===== src/rtl/mul_pkg.sv =====
// Shared types and sizing for the sequential shift-add multiplier.
// The widths match the 16-bit carry-look-ahead adder.
package mul_pkg;

  localparam int MUL_W     = 16;
  localparam int MUL_ITER  = 16;
  localparam int MUL_CNT_W = 5;

  typedef enum logic [1:0] {
    IDLE,
    RUN,
    DONE
  } state_t;

endpackage


===== src/rtl/shift_add_multiplier_16bit_if.sv =====
// Bundles the start/operand request and the busy/done/product response.
// The master drives the request side and the slave drives the response side.
interface shift_add_multiplier_16bit_if;
  import mul_pkg::*;

  logic                 start;
  logic [MUL_W-1:0]     a;
  logic [MUL_W-1:0]     b;
  logic                 busy;
  logic                 done;
  logic [2*MUL_W-1:0]   product;

  modport master (output start, a, b, input busy, done, product);
  modport slave  (input start, a, b, output busy, done, product);

endinterface


===== src/rtl/shift_add_multiplier_16bit_cla.sv =====
// 16-bit carry-look-ahead adder built from four 4-bit look-ahead groups.
// Group carries ripple between the groups.
module Carry_Look_Ahead_Adder_16bit (
  input  logic [15:0] a,
  input  logic [15:0] b,
  input  logic        cin,
  output logic [15:0] sum,
  output logic        cout
);

  logic [15:0] g;
  logic [15:0] p;
  logic [16:0] c;

  // Within each group, every carry comes straight from g/p and the group carry-in.
  always_comb begin
    g = a & b;
    p = a ^ b;
    c = '0;
    c[0] = cin;
    for (int k = 0; k < 4; k++) begin
      c[4*k+1] = g[4*k] | (p[4*k] & c[4*k]);
      c[4*k+2] = g[4*k+1] | (p[4*k+1] & g[4*k])
               | (p[4*k+1] & p[4*k] & c[4*k]);
      c[4*k+3] = g[4*k+2] | (p[4*k+2] & g[4*k+1])
               | (p[4*k+2] & p[4*k+1] & g[4*k])
               | (p[4*k+2] & p[4*k+1] & p[4*k] & c[4*k]);
      c[4*k+4] = g[4*k+3] | (p[4*k+3] & g[4*k+2])
               | (p[4*k+3] & p[4*k+2] & g[4*k+1])
               | (p[4*k+3] & p[4*k+2] & p[4*k+1] & g[4*k])
               | (p[4*k+3] & p[4*k+2] & p[4*k+1] & p[4*k] & c[4*k]);
    end
    sum  = p ^ c[15:0];
    cout = c[16];
  end

endmodule


===== src/rtl/shift_add_multiplier_16bit.sv =====
// Sequential unsigned 16x16->32 shift-add multiplier that performs one adder pass per clock.
// Defining MUL_EARLY_TERM_EN ends RUN as soon as no multiplier bits remain to be consumed.
module shift_add_multiplier_16bit
  import mul_pkg::*;
(
  input logic                     clk,
  input logic                     rst,
  shift_add_multiplier_16bit_if.slave bus
);

  state_t               state;
  state_t               state_nxt;
  logic [MUL_W-1:0]     mcand;
  logic [MUL_W-1:0]     acc;
  logic [MUL_W-1:0]     q;
  logic [MUL_CNT_W-1:0] cnt;
  logic [2*MUL_W-1:0]   product;

  logic [MUL_W-1:0]     add_b;
  logic [MUL_W-1:0]     sum;
  logic                 cout;
  logic [MUL_W-1:0]     acc_nxt;
  logic [MUL_W-1:0]     q_nxt;
  logic [2*MUL_W-1:0]   result;
  logic                 last_iter;
  logic                 load;
  logic                 zero_start;

  assign add_b   = q[0] ? mcand : '0;
  assign acc_nxt = {cout, sum[MUL_W-1:1]};
  assign q_nxt   = {sum[0], q[MUL_W-1:1]};
  assign load    = bus.start && (state != RUN);

  Carry_Look_Ahead_Adder_16bit u_cla (
    .a    (acc),
    .b    (add_b),
    .cin  (1'b0),
    .sum  (sum),
    .cout (cout)
  );

`ifdef MUL_EARLY_TERM_EN
  logic [MUL_CNT_W-1:0] remain;
  logic [MUL_W-1:0]     pending_mask;

  // After this pass, q[15-cnt:1] still holds the unconsumed multiplier bits.
  assign remain       = 5'd15 - cnt;
  assign pending_mask = (16'd1 << remain) - 16'd1;
  assign last_iter    = ((q >> 1) & pending_mask) == '0;
  assign result       = {acc_nxt, q_nxt} >> remain;
  assign zero_start   = load && (bus.b == '0);
`else
  assign last_iter    = (cnt == 5'(MUL_ITER - 1));
  assign result       = {acc_nxt, q_nxt};
  assign zero_start   = 1'b0;
`endif

  always_ff @(posedge clk or posedge rst) begin
    if (rst) state <= IDLE;
    else     state <= state_nxt;
  end

  always_comb begin
    state_nxt = state;
    case (state)
      IDLE: if (bus.start) state_nxt = zero_start ? DONE : RUN;
      RUN:  if (last_iter) state_nxt = DONE;
      DONE: begin
        if (bus.start) state_nxt = zero_start ? DONE : RUN;
        else           state_nxt = IDLE;
      end
      default: state_nxt = IDLE;
    endcase
  end

  always_comb begin
    bus.busy    = (state == RUN);
    bus.done    = (state == DONE);
    bus.product = product;
  end

  // A new start is accepted in IDLE or DONE. RUN ignores start and the operand inputs.
  always_ff @(posedge clk or posedge rst) begin
    if (rst) begin
      mcand   <= '0;
      acc     <= '0;
      q       <= '0;
      cnt     <= '0;
      product <= '0;
    end else begin
      if (load) begin
        mcand <= bus.a;
        q     <= bus.b;
        acc   <= '0;
        cnt   <= '0;
      end else if (state == RUN) begin
        acc <= acc_nxt;
        q   <= q_nxt;
        cnt <= cnt + 5'd1;
      end
      if (state == RUN && last_iter) product <= result;
      else if (zero_start)           product <= '0;
    end
  end

endmodule


===== src/flat_wrapper.sv =====
// flat-port wrapper written by rule: the top's interface ports become plain ports
module shift_add_multiplier_16bit_flat import mul_pkg::*;
  (clk, rst, bus_start, bus_a, bus_b, bus_busy, bus_done, bus_product);
  shift_add_multiplier_16bit_if bus_i ();
  input logic clk;
  input logic rst;
  input wire logic [$bits(bus_i.start)-1:0] bus_start;
  input wire logic [$bits(bus_i.a)-1:0] bus_a;
  input wire logic [$bits(bus_i.b)-1:0] bus_b;
  output wire logic [$bits(bus_i.busy)-1:0] bus_busy;
  output wire logic [$bits(bus_i.done)-1:0] bus_done;
  output wire logic [$bits(bus_i.product)-1:0] bus_product;
  assign bus_i.start = bus_start;
  assign bus_i.a = bus_a;
  assign bus_i.b = bus_b;
  assign bus_busy = bus_i.busy;
  assign bus_done = bus_i.done;
  assign bus_product = bus_i.product;
  shift_add_multiplier_16bit u_core (.clk(clk), .rst(rst), .bus(bus_i));
endmodule

===== config.mk =====
export PLATFORM = sky130hd
export DESIGN_NAME = shift_add_multiplier_16bit_flat
export DESIGN_NICKNAME = d
export VERILOG_FILES = /design/src/rtl/mul_pkg.sv /design/src/rtl/shift_add_multiplier_16bit_if.sv /design/src/rtl/shift_add_multiplier_16bit_cla.sv /design/src/rtl/shift_add_multiplier_16bit.sv /design/src/flat_wrapper.sv
export SDC_FILE = /design/constraint.sdc
export NUM_CORES = 1
export LEC_CHECK = 0
export BUFFER_PORTS_ARGS = -buffer_cell sky130_fd_sc_hd__buf_2
export CAP_MARGIN = 40
export CORE_ASPECT_RATIO = 1.4
export CORE_UTILIZATION = 30
export DETAILED_ROUTE_END_ITERATION = 10
export SLEW_MARGIN = 15
export SYNTH_ARGS = -nofsm -noshare
export SYNTH_HDL_FRONTEND = slang
export SYNTH_HIERARCHICAL = 1
export SYNTH_SLANG_ARGS = --single-unit

===== constraint.sdc =====
create_clock -name clk -period 4.79 [get_ports clk]
set_input_delay 0.958 -clock clk [delete_from_list [all_inputs] [get_ports clk]]
set_output_delay 0.958 -clock clk [all_outputs]
set_load 0.005 [all_outputs]

### Word-level counts from Yosys, hierarchy flattened

Cells that the tools add are included.

* memories: 0
* word-level logic and storage cells: 125
* input port bits: 35
* RAM bits: 0
* bits in registers: 87
* bits in latches: 0
* bits in read-only memories: 0
* output and inout bits: 34

* div/mod/pow operators: 0
* shifts and indexed selects: 0
* add/subtract/negate cells: 1
* reductions and logical operators: 5
* eq/ne operators: 6
* $lt $le $gt $ge: 0
* bitwise gates (word level): 96
* multipliers: 0
* mux-type cells: 11

Operators by type and width (number)
* $mux 16: 5
* $and 1x1->1: 57
* $or 1x1->1: 36
* $xor 16x16->16: 2
* $and 16x16->16: 1
* $mux 5: 2
* $pmux 2 s3: 1
* $add 5x1->5 const B: 1
* $eq 5x4->1 const B: 1
* $mux 2: 2
* $ne 2x1->1 const B: 2
* $eq 2x1->1 const B: 1
* $eq 2x2->1 const B: 1
* $logic_and 1x1->1: 2
* $logic_not 2->1: 1
* $ne 2x2->1 const B: 1
* $reduce_and 2->1: 1
* $reduce_bool 2->1: 1
* $mux 1: 1

### Depth between registers and ports, before layout

Gate-level depths: netlist of run 1.

* depth after elaboration: 15
* depth in mapped cells: 11
* gate-level depth less buffers: 10

### Modules after synthesis

The synthesis of run 1 kept the hierarchy.

Modules (own cells, without submodules)
* shift_add_multiplier_16bit: area each 3708.6 um^2, times used 1, cells each 292, sequential area each 2177.1 um^2
* Carry_Look_Ahead_Adder_16bit: area each 785.8 um^2, times used 1, cells each 98, sequential area each 0.0 um^2

### Worst setup path after synthesis of run 1

OpenSTA, ideal clock, no wires.

* path kind: register -> register
* start point: register u_core.q[0]
* end point: register u_core.product[28] (netlist: u_core/bus.product[28])
* slack: 2.160 ns
* cell stages (with the launch flop): 11
* arrival: 2.504 ns
* buffers on the path: 1
* period minus slack after synthesis: 2.630 ns
* setup time: 0.125 ns
* cells stage by stage: dfrtp_1 -> clkbuf_1 -> and2_1 -> ha_1 -> a21oi_1 -> o211a_1 -> o21ai_2 -> or2_1 -> fa_1 -> xor2_1 -> mux2_4

RTL lines
* start: declaration: line shift_add_multiplier_16bit.sv:15 `logic [MUL_W-1:0] q;`
* start signal: assignment: line shift_add_multiplier_16bit.sv:93 `q <= bus.b;`
* start signal: assignment: line shift_add_multiplier_16bit.sv:98 `q <= q_nxt;`
* $mux 16 *: line shift_add_multiplier_16bit.sv:29 `assign add_b = q[0] ? mcand : '0;`
* net u_core.add_b[7]: line shift_add_multiplier_16bit.sv:19 `logic [MUL_W-1:0] add_b;`
* $xor 16x16->16: line shift_add_multiplier_16bit_cla.sv:18 `p = a ^ b;`
* $and 1x1->1 (on tied branches)
* $or 1x1->1 (tied with other cells): line shift_add_multiplier_16bit_cla.sv:28 `c[4*k+4] = g[4*k+3] | (p[4*k+3] & g[4*k+2])`
* $or 1x1->1 (tied with other cells): line shift_add_multiplier_16bit_cla.sv:29 `| (p[4*k+3] & p[4*k+2] & g[4*k+1])`
* $or 1x1->1 / $and 1x1->1 (equally long branches): line shift_add_multiplier_16bit_cla.sv:30, shift_add_multiplier_16bit_cla.sv:31
* $or 1x1->1 *: line shift_add_multiplier_16bit_cla.sv:31 `| (p[4*k+3] & p[4*k+2] & p[4*k+1] & p[4*k] & c[4*k]);`
* $and 1x1->1 *: line shift_add_multiplier_16bit_cla.sv:31
* $or 1x1->1 *: line shift_add_multiplier_16bit_cla.sv:31
* $and 1x1->1 *: line shift_add_multiplier_16bit_cla.sv:22 `c[4*k+1] = g[4*k] | (p[4*k] & c[4*k]);`
* $or 1x1->1 *: line shift_add_multiplier_16bit_cla.sv:22
* $xor 16x16->16 *: line shift_add_multiplier_16bit_cla.sv:33 `sum = p ^ c[15:0];`
* net u_core.sum[13]: line shift_add_multiplier_16bit.sv:20 `logic [MUL_W-1:0] sum;`
* end signal: assignment: line shift_add_multiplier_16bit.sv:101 `if (state == RUN && last_iter) product <= result;`
* end: declaration: line shift_add_multiplier_16bit.sv:17 `logic [2*MUL_W-1:0] product;`

Mark *: on every way through the listed nets, which the timed path passes. The rest lies on a longest branch.
A chain may end at the register's enable or synchronous reset.

### Worst setup path in the final report of run 1

* start point: register u_core.q[0]
* end point: register u_core.product[28] (netlist: u_core/bus.product[28])

RTL lines
* $mux 16 *: line shift_add_multiplier_16bit.sv:29
* net u_core.add_b[1]: line shift_add_multiplier_16bit.sv:19
* $and 16x16->16 / $xor 16x16->16 (equally long branches): line shift_add_multiplier_16bit_cla.sv:17, shift_add_multiplier_16bit_cla.sv:18
* $and 1x1->1 (on tied branches)
* $or 1x1->1 / $and 1x1->1 (equally long branches): line shift_add_multiplier_16bit_cla.sv:29, shift_add_multiplier_16bit_cla.sv:30
* $or 1x1->1 *: line shift_add_multiplier_16bit_cla.sv:30 `| (p[4*k+3] & p[4*k+2] & p[4*k+1] & g[4*k])`
* $and 1x1->1 *: line shift_add_multiplier_16bit_cla.sv:31
* $or 1x1->1 *: line shift_add_multiplier_16bit_cla.sv:31
* $and 1x1->1 *: line shift_add_multiplier_16bit_cla.sv:31
* $or 1x1->1 *: line shift_add_multiplier_16bit_cla.sv:31
* $and 1x1->1 *: line shift_add_multiplier_16bit_cla.sv:22
* $or 1x1->1 *: line shift_add_multiplier_16bit_cla.sv:22
* $xor 16x16->16 *: line shift_add_multiplier_16bit_cla.sv:33
* net u_core.sum[13]: line shift_add_multiplier_16bit.sv:20

Marks and branches as above.

==> results of run 1 <==
final cells by class:
cell class,count,area [um^2]
tap,189,236
sequential,87,2180
multi-input combinational,277,2170
clock buffer,10,229
inverter,11,47.5
clock inverter,6,70.1
timing repair buffer,70,368
fill,1487,9280
per-layer routing:
layer | wire length, um | share of wire
met5 | 17 | 0.0018
met4 | 164 | 0.017
met3 | 415 | 0.044
met2 | 4850 | 0.51
met1 | 3970 | 0.42
metrics by stage:
stage	util	power [mW]	worst slack, ns	instance area [um^2]	instances
floorplan	-	2.42	1.58	4500	392
global placement	0.342	2.78	1.93	4980	633
detailed placement	0.343	2.83	1.84	5000	634
CTS	0.364	3.57	1.82	5300	650
global route	0.364	3.82	1.64	5300	650
finish	0.364	3.50	1.85	5300	650
cells in the mapped netlist, types with 2 or more instances:
cell and instances:
dfrtp_1 87, nor2_1 10, o21a_1 6, a21o_2 2, xor2_1 4, buf_6 5, inv_1 10, and2_1 17
nor3_1 2, nand2b_1 2, o211ai_1 2, clkbuf_1 9, nand2_1 57, xnor2_1 6, buf_2 2, o21ai_0 42
nand3_1 6, mux2_4 29, mux2i_1 16, ha_1 18, mux2_2 19, a21oi_1 5, fa_1 4, a211oi_1 2
report_power, final:
part	switching, mW	leakage (nW)	internal, mW
sequential	0.227	1.08	1.07
clock	0.298	0.135	0.407
combinational	0.773	1.43	0.725
total	1.30	2.64	2.20
how the worst max path moves through the flow:
stage / from / end / slack, ns / depth (start not counted)
after floorplan: rst / u_core/acc[0]$_DFFE_PP0P_ / 1.58 / 1
after global placement: u_core/q[0]$_DFFE_PP0P_ / u_core/bus.product[28]$_DFFE_PP0P_ / 1.93 / 9
after detailed placement: u_core/q[0]$_DFFE_PP0P_ / u_core/bus.product[28]$_DFFE_PP0P_ / 1.84 / 9
after CTS: u_core/q[0]$_DFFE_PP0P_ / u_core/bus.product[28]$_DFFE_PP0P_ / 1.82 / 9
after global routing: u_core/q[0]$_DFFE_PP0P_ / u_core/bus.product[28]$_DFFE_PP0P_ / 1.64 / 9
final: u_core/q[0]$_DFFE_PP0P_ / u_core/bus.product[28]$_DFFE_PP0P_ / 1.85 / 9
kinds of logic after synthesis:
group	count (synthesis)	share of synthesized area
XOR/XNOR	10	0.0195
AO/OA/AOI/OAI	74	0.105
adder cells (fa/ha/maj)	22	0.0679
AND/OR/NAND/NOR	104	0.108
buffers and inverters	28	0.0342
flip-flops	87	0.484
other	1	0.000834
multiplexers	64	0.180
registers in the layout, indices dropped and copies added (netlist names):
| register | cells |
|---|---|
| u_core/bus.product | 32 |
| u_core/acc | 16 |
| u_core/cnt | 5 |
| u_core/mcand | 16 |
| u_core/state | 2 |
| u_core/q | 16 |
cell usage in the layout, fill, tap and decap left out, drive strengths merged, types with 2 or more instances in the layout:
cell type,count
xnor2,6
o211ai,2
clkinv,3
dfrtp,87
or2,2
nand2b,2
mux2i,16
fa,4
clkinvlp,3
and2,17
o21a,6
nand2,59
xor2,4
mux2,48
nor2,10
a21oi,5
a21o,3
clkbuf,10
inv,10
ha,18
buf,70
nand3,6
nor3,2
o21ai,44
conb,3
a211oi,3
critical path, cell delays in order (launching register included):
cell	delay [ns]
dfrtp_1	0.56
and2_1	0.23
ha_1	0.31
o21ai_0	0.29
o21a_1	0.21
nor4_2	0.06
or2_1	0.29
fa_1	0.40
xor2_1	0.19
mux2_4	0.28
==> impl_metrics.json, run 1 <==
{
  "routed_wl_um": 9420,
  "die_w_um": 105,
  "grt_max_degree": 72,
  "maxSlewViolCount": 0,
  "dr.pass1.iters": 4,
  "cts_inserted_buffers": 9,
  "worstSetupStartpointType": "register",
  "critical_path_class": "reg2reg",
  "ys_ff_latch": 87,
  "cts_sinks": 87,
  "track_usage": 0.135,
  "ys.flop_type": "dfrtp_1",
  "overflow": 0,
  "clk_path_buf_depth": 2,
  "drc": 0,
  "worstHoldEndpoint": "u_core/bus.product[26]$_DFFE_PP0P_",
  "wire_per_inst_um": 14.5,
  "dp.final_hpwl_um": 6580,
  "synth_cell_types": 52,
  "num_antenna_cells": 0,
  "r2r_end": "u_core/bus.product[28]$_DFFE_PP0P_",
  "fin_nets": 513,
  "synth_top_area_share": 0.484,
  "grt.busiest_layer": "met2",
  "ys_warn_count": 6,
  "fin_setup_tns_ns": 0,
  "vias": 3006,
  "grt_use_met2": 0.235,
  "clkSlewWorstSetupHoldPaths_ns": 0.06,
  "grt_pass1_wl_um": 16100,
  "cts_tree": "yes",
  "initial_core_util": 0.308,
  "tightestPinTransition_ns": 0.727,
  "cts_setup_buffers": 0,
  "core-area_um2": 14600,
  "holdWs_ns": 0.506,
  "min_from": "u_core/bus.product[26]$_DFFE_PP0P_",
  "peakVddDrop_mv": 0.212,
  "syn_area_um2": 4490,
  "num_rows": 52,
  "antenna_found_initial": 1,
  "synthToLayoutAreaGrowth_pct": 17.9,
  "crit_arrival_ns": 3.17,
  "max_freq_mhz": 340,
  "r2r_cells": 9,
  "synthArstFlopShare": 1.00,
  "rrSetupSlack_ns": 1.85,
  "fin_crit_sh": 0.614,
  "use_met3": 0.0404,
  "max_cap_viol_count": 0,
  "h-tree-depth": 3,
  "crit_fanout": 17,
  "portBuffers": 68,
  "synth_edf_count": 0,
  "min_path_cells": 1,
  "synthCells": 390,
  "synth_area_leader_cell": "dfrtp_1",
  "use_met1": 0.153,
  "power.leakage_nw": 2.64,
  "hp-class": "reg2reg",
  "rsz0062_at_grt": "no",
  "power_density_nw_per_um2": 661,
  "skew_ns": 0.00714,
  "hold_violations": 0,
  "synth_area_per_cell_um2": 11.5,
  "drive_gt1_frac": 0.317,
  "slew_headroom": 0.515,
  "gp_congestion": 0.757,
  "reg2reg_from": "u_core/q[0]$_DFFE_PP0P_",
  "die_h_um": 147,
  "die_area_um2": 15500,
  "cts_hold_buf": 0,
  "finalCriticalPeriod_ns": 2.94,
  "cts_repair_resize_count": 0,
  "vias_per_cell": 4.62,
  "grt_pass1_vias": 3144,
  "outcome": "complete, no violations",
  "clock_latency_ns": 0.35,
  "synth.yosys.seq_area_share": 0.484,
  "crit_required_ns": 5.02,
  "drtIter0Drc": 78,
  "ant_nets": 0,
  "crit_path_end_kind": "register",
  "clock-root-buffer": "clkbuf_16",
  "setup_violations": 0,
  "ios": 69,
  "yosys-top-cells-area": "dfrtp_1 48%, mux2_4 9.7%, ha_1 5.0%"
}
(Power assumes the default switching activity.)
==> run 2, diff against run 1 <==
Clock period 4.79 ns to 3.08 ns, I/O delays scaled along.
==> run 2 against run 1 <==
Against the previous run: via count increased by 1.7%; wire length decreased by 0.12%; largest cell class unchanged; count of clock-buffer cells in the layout unchanged; final cell count increased by 0.15%; non-clock buffer count increased by 2; die area unchanged; critical path depth unchanged; clock power increased by 55%; flip-flop and latch count unchanged; register-to-register slack got worse by 1.6 ns; design area increased by 0.26%.
==> impl_metrics.json, run 2 (same netlist as run 1, synthesis figures left out) <==
{
  "ios": 69,
  "outcome": "complete, no violations",
  "rrSetupSlack_ns": 0.27,
  "grt_use_met2": 0.230,
  "crit_path_end_kind": "register",
  "vias": 3056,
  "r2r_end": "u_core/bus.product[28]$_DFFE_PP0P_",
  "hold_violations": 0,
  "power.leakage_nw": 2.66,
  "wire_per_inst_um": 14.5,
  "fin_crit_sh": 0.913,
  "antenna_found_initial": 0,
  "largest_reg_flops": 32,
  "use_met3": 0.0337,
  "cts_hold_buf": 0,
  "crit_required_ns": 3.30,
  "drive_gt1_frac": 0.320,
  "mostFrequentLayoutCells": "87 x dfrtp_1, 68 x buf_2, 57 x nand2_1, 42 x o21ai_0, 29 x mux2_4",
  "initial_core_util": 0.308,
  "cts_inserted_buffers": 9,
  "fin_nets": 515,
  "cts_sinks": 87,
  "ant_nets": 0,
  "mostFrequentLayoutCell": "dfrtp_1",
  "skew_ns": 0.00888,
  "tightestPinTransition_ns": 0.739,
  "fin_setup_tns_ns": 0,
  "cts_repair_resize_count": 0,
  "grt_max_degree": 52,
  "clkSlewWorstSetupHoldPaths_ns": 0.06,
  "num_antenna_cells": 0,
  "finalCriticalPeriod_ns": 2.81,
  "grt_pass1_wl_um": 16000,
  "reg2reg_from": "u_core/q[0]$_DFFE_PP0P_",
  "peakVddDrop_mv": 0.379,
  "dr.pass1.iters": 4,
  "clk_path_buf_depth": 2,
  "worstSetupStartpointType": "register",
  "total_power_mw": 5.47,
  "grt_pass1_vias": 3233,
  "crit_path_start": "u_core/q[0]$_DFFE_PP0P_",
  "synthToLayoutAreaGrowth_pct": 18.2,
  "die_area_um2": 15500,
  "maxSlewViolCount": 0,
  "rsz0062_at_grt": "no",
  "drtIter0Drc": 125,
  "drc": 0,
  "portBuffers": 68,
  "power_density_nw_per_um2": 1030,
  "crit_fanout": 11,
  "overflow": 0,
  "cts_tree": "yes",
  "die_w_um": 105,
  "use_met1": 0.154,
  "cts_setup_buffers": 0,
  "regMostFlops": "u_core/bus.product",
  "track_usage": 0.132,
  "endpoint": "u_core/bus.product[28]$_DFFE_PP0P_",
  "slew_headroom": 0.507,
  "core-area_um2": 14600,
  "vias_per_cell": 4.69,
  "crit_arrival_ns": 3.04,
  "grt.busiest_layer": "met2",
  "routed_wl_um": 9410,
  "clock_latency_ns": 0.34,
  "num_rows": 52,
  "max_freq_mhz": 356,
  "gp_congestion": 0.768,
  "stdcell_count": 651,
  "setup_violations": 0,
  "dp.cells": 636,
  "dp.final_hpwl_um": 6760,
  "h-tree-depth": 3,
  "hp-class": "in2async",
  "critical_path_class": "reg2reg",
  "r2r_cells": 9,
  "clock-root-buffer": "clkbuf_16",
  "die_h_um": 147,
  "max_cap_viol_count": 0
}
-- run 2: per-stage QoR --
step	setup WS, ns	hold slack, ns	util	area (um^2)
6_report	0.268	0.196	0.365	5310
2_1_floorplan	0.214	0.467	-	4500
3_5_place_dp	0.259	0.487	0.344	5010
4_1_cts	0.243	0.193	0.365	5310
3_3_place_gp	0.302	0.486	0.344	5010
5_1_grt	0.0592	0.206	0.365	5310
-- run 2: worst min-delay path by stage --
| stage | startpoint | endpoint | slack [ns] | cells after the start |
|---|---|---|---|---|
| after CTS | rst | u_core/q[9]$_DFFE_PP0P_ | 0.19 | 2 |
| after detailed placement | u_core/bus.product[3]$_DFFE_PP0P_ | u_core/bus.product[3]$_DFFE_PP0P_ | 0.49 | 1 |
| final | rst | u_core/q[9]$_DFFE_PP0P_ | 0.20 | 2 |
| after floorplan | u_core/q[12]$_DFFE_PP0P_ | u_core/q[11]$_DFFE_PP0P_ | 0.47 | 2 |
| after global routing | rst | u_core/q[9]$_DFFE_PP0P_ | 0.21 | 2 |
| after global placement | u_core/bus.product[11]$_DFFE_PP0P_ | u_core/bus.product[11]$_DFFE_PP0P_ | 0.49 | 1 |
-- run 2: layout make-up --
class | count | area (um^2)
inverters | 11 | 47.5
well taps | 189 | 236
repair buffers | 72 | 383
clock inverters | 5 | 58.8
clock buffers | 10 | 239
fillers | 1484 | 9260
multi-input cells | 277 | 2170
flip-flops and latches | 87 | 2180
-- run 2: layer usage --
metal  routed length, um  vias to the layer above
met4                  98                        0
met1                3880                     1506
met5                   0                        -
li1                    -                     1479
met2                5020                       63
met3                 405                        8
-- run 2: worst max-delay path, stage by stage, from the launching register on --
cell and delay [ns]:
dfrtp_1 0.50, and2_1 0.20, ha_1 0.31, o21ai_0 0.29, o21a_1 0.22, nor4_2 0.06, or2_1 0.29, fa_1 0.38
xor2_1 0.18, mux2_4 0.27
-- run 2: power by group --
group          switching [mW]  leakage [nW]  internal, mW  total [mW]
sequential              0.343          1.08          1.67        2.01
clock                   0.440         0.141         0.646        1.09
combinational            1.23          1.44          1.14        2.37
total                    2.01          2.66          3.46        5.47
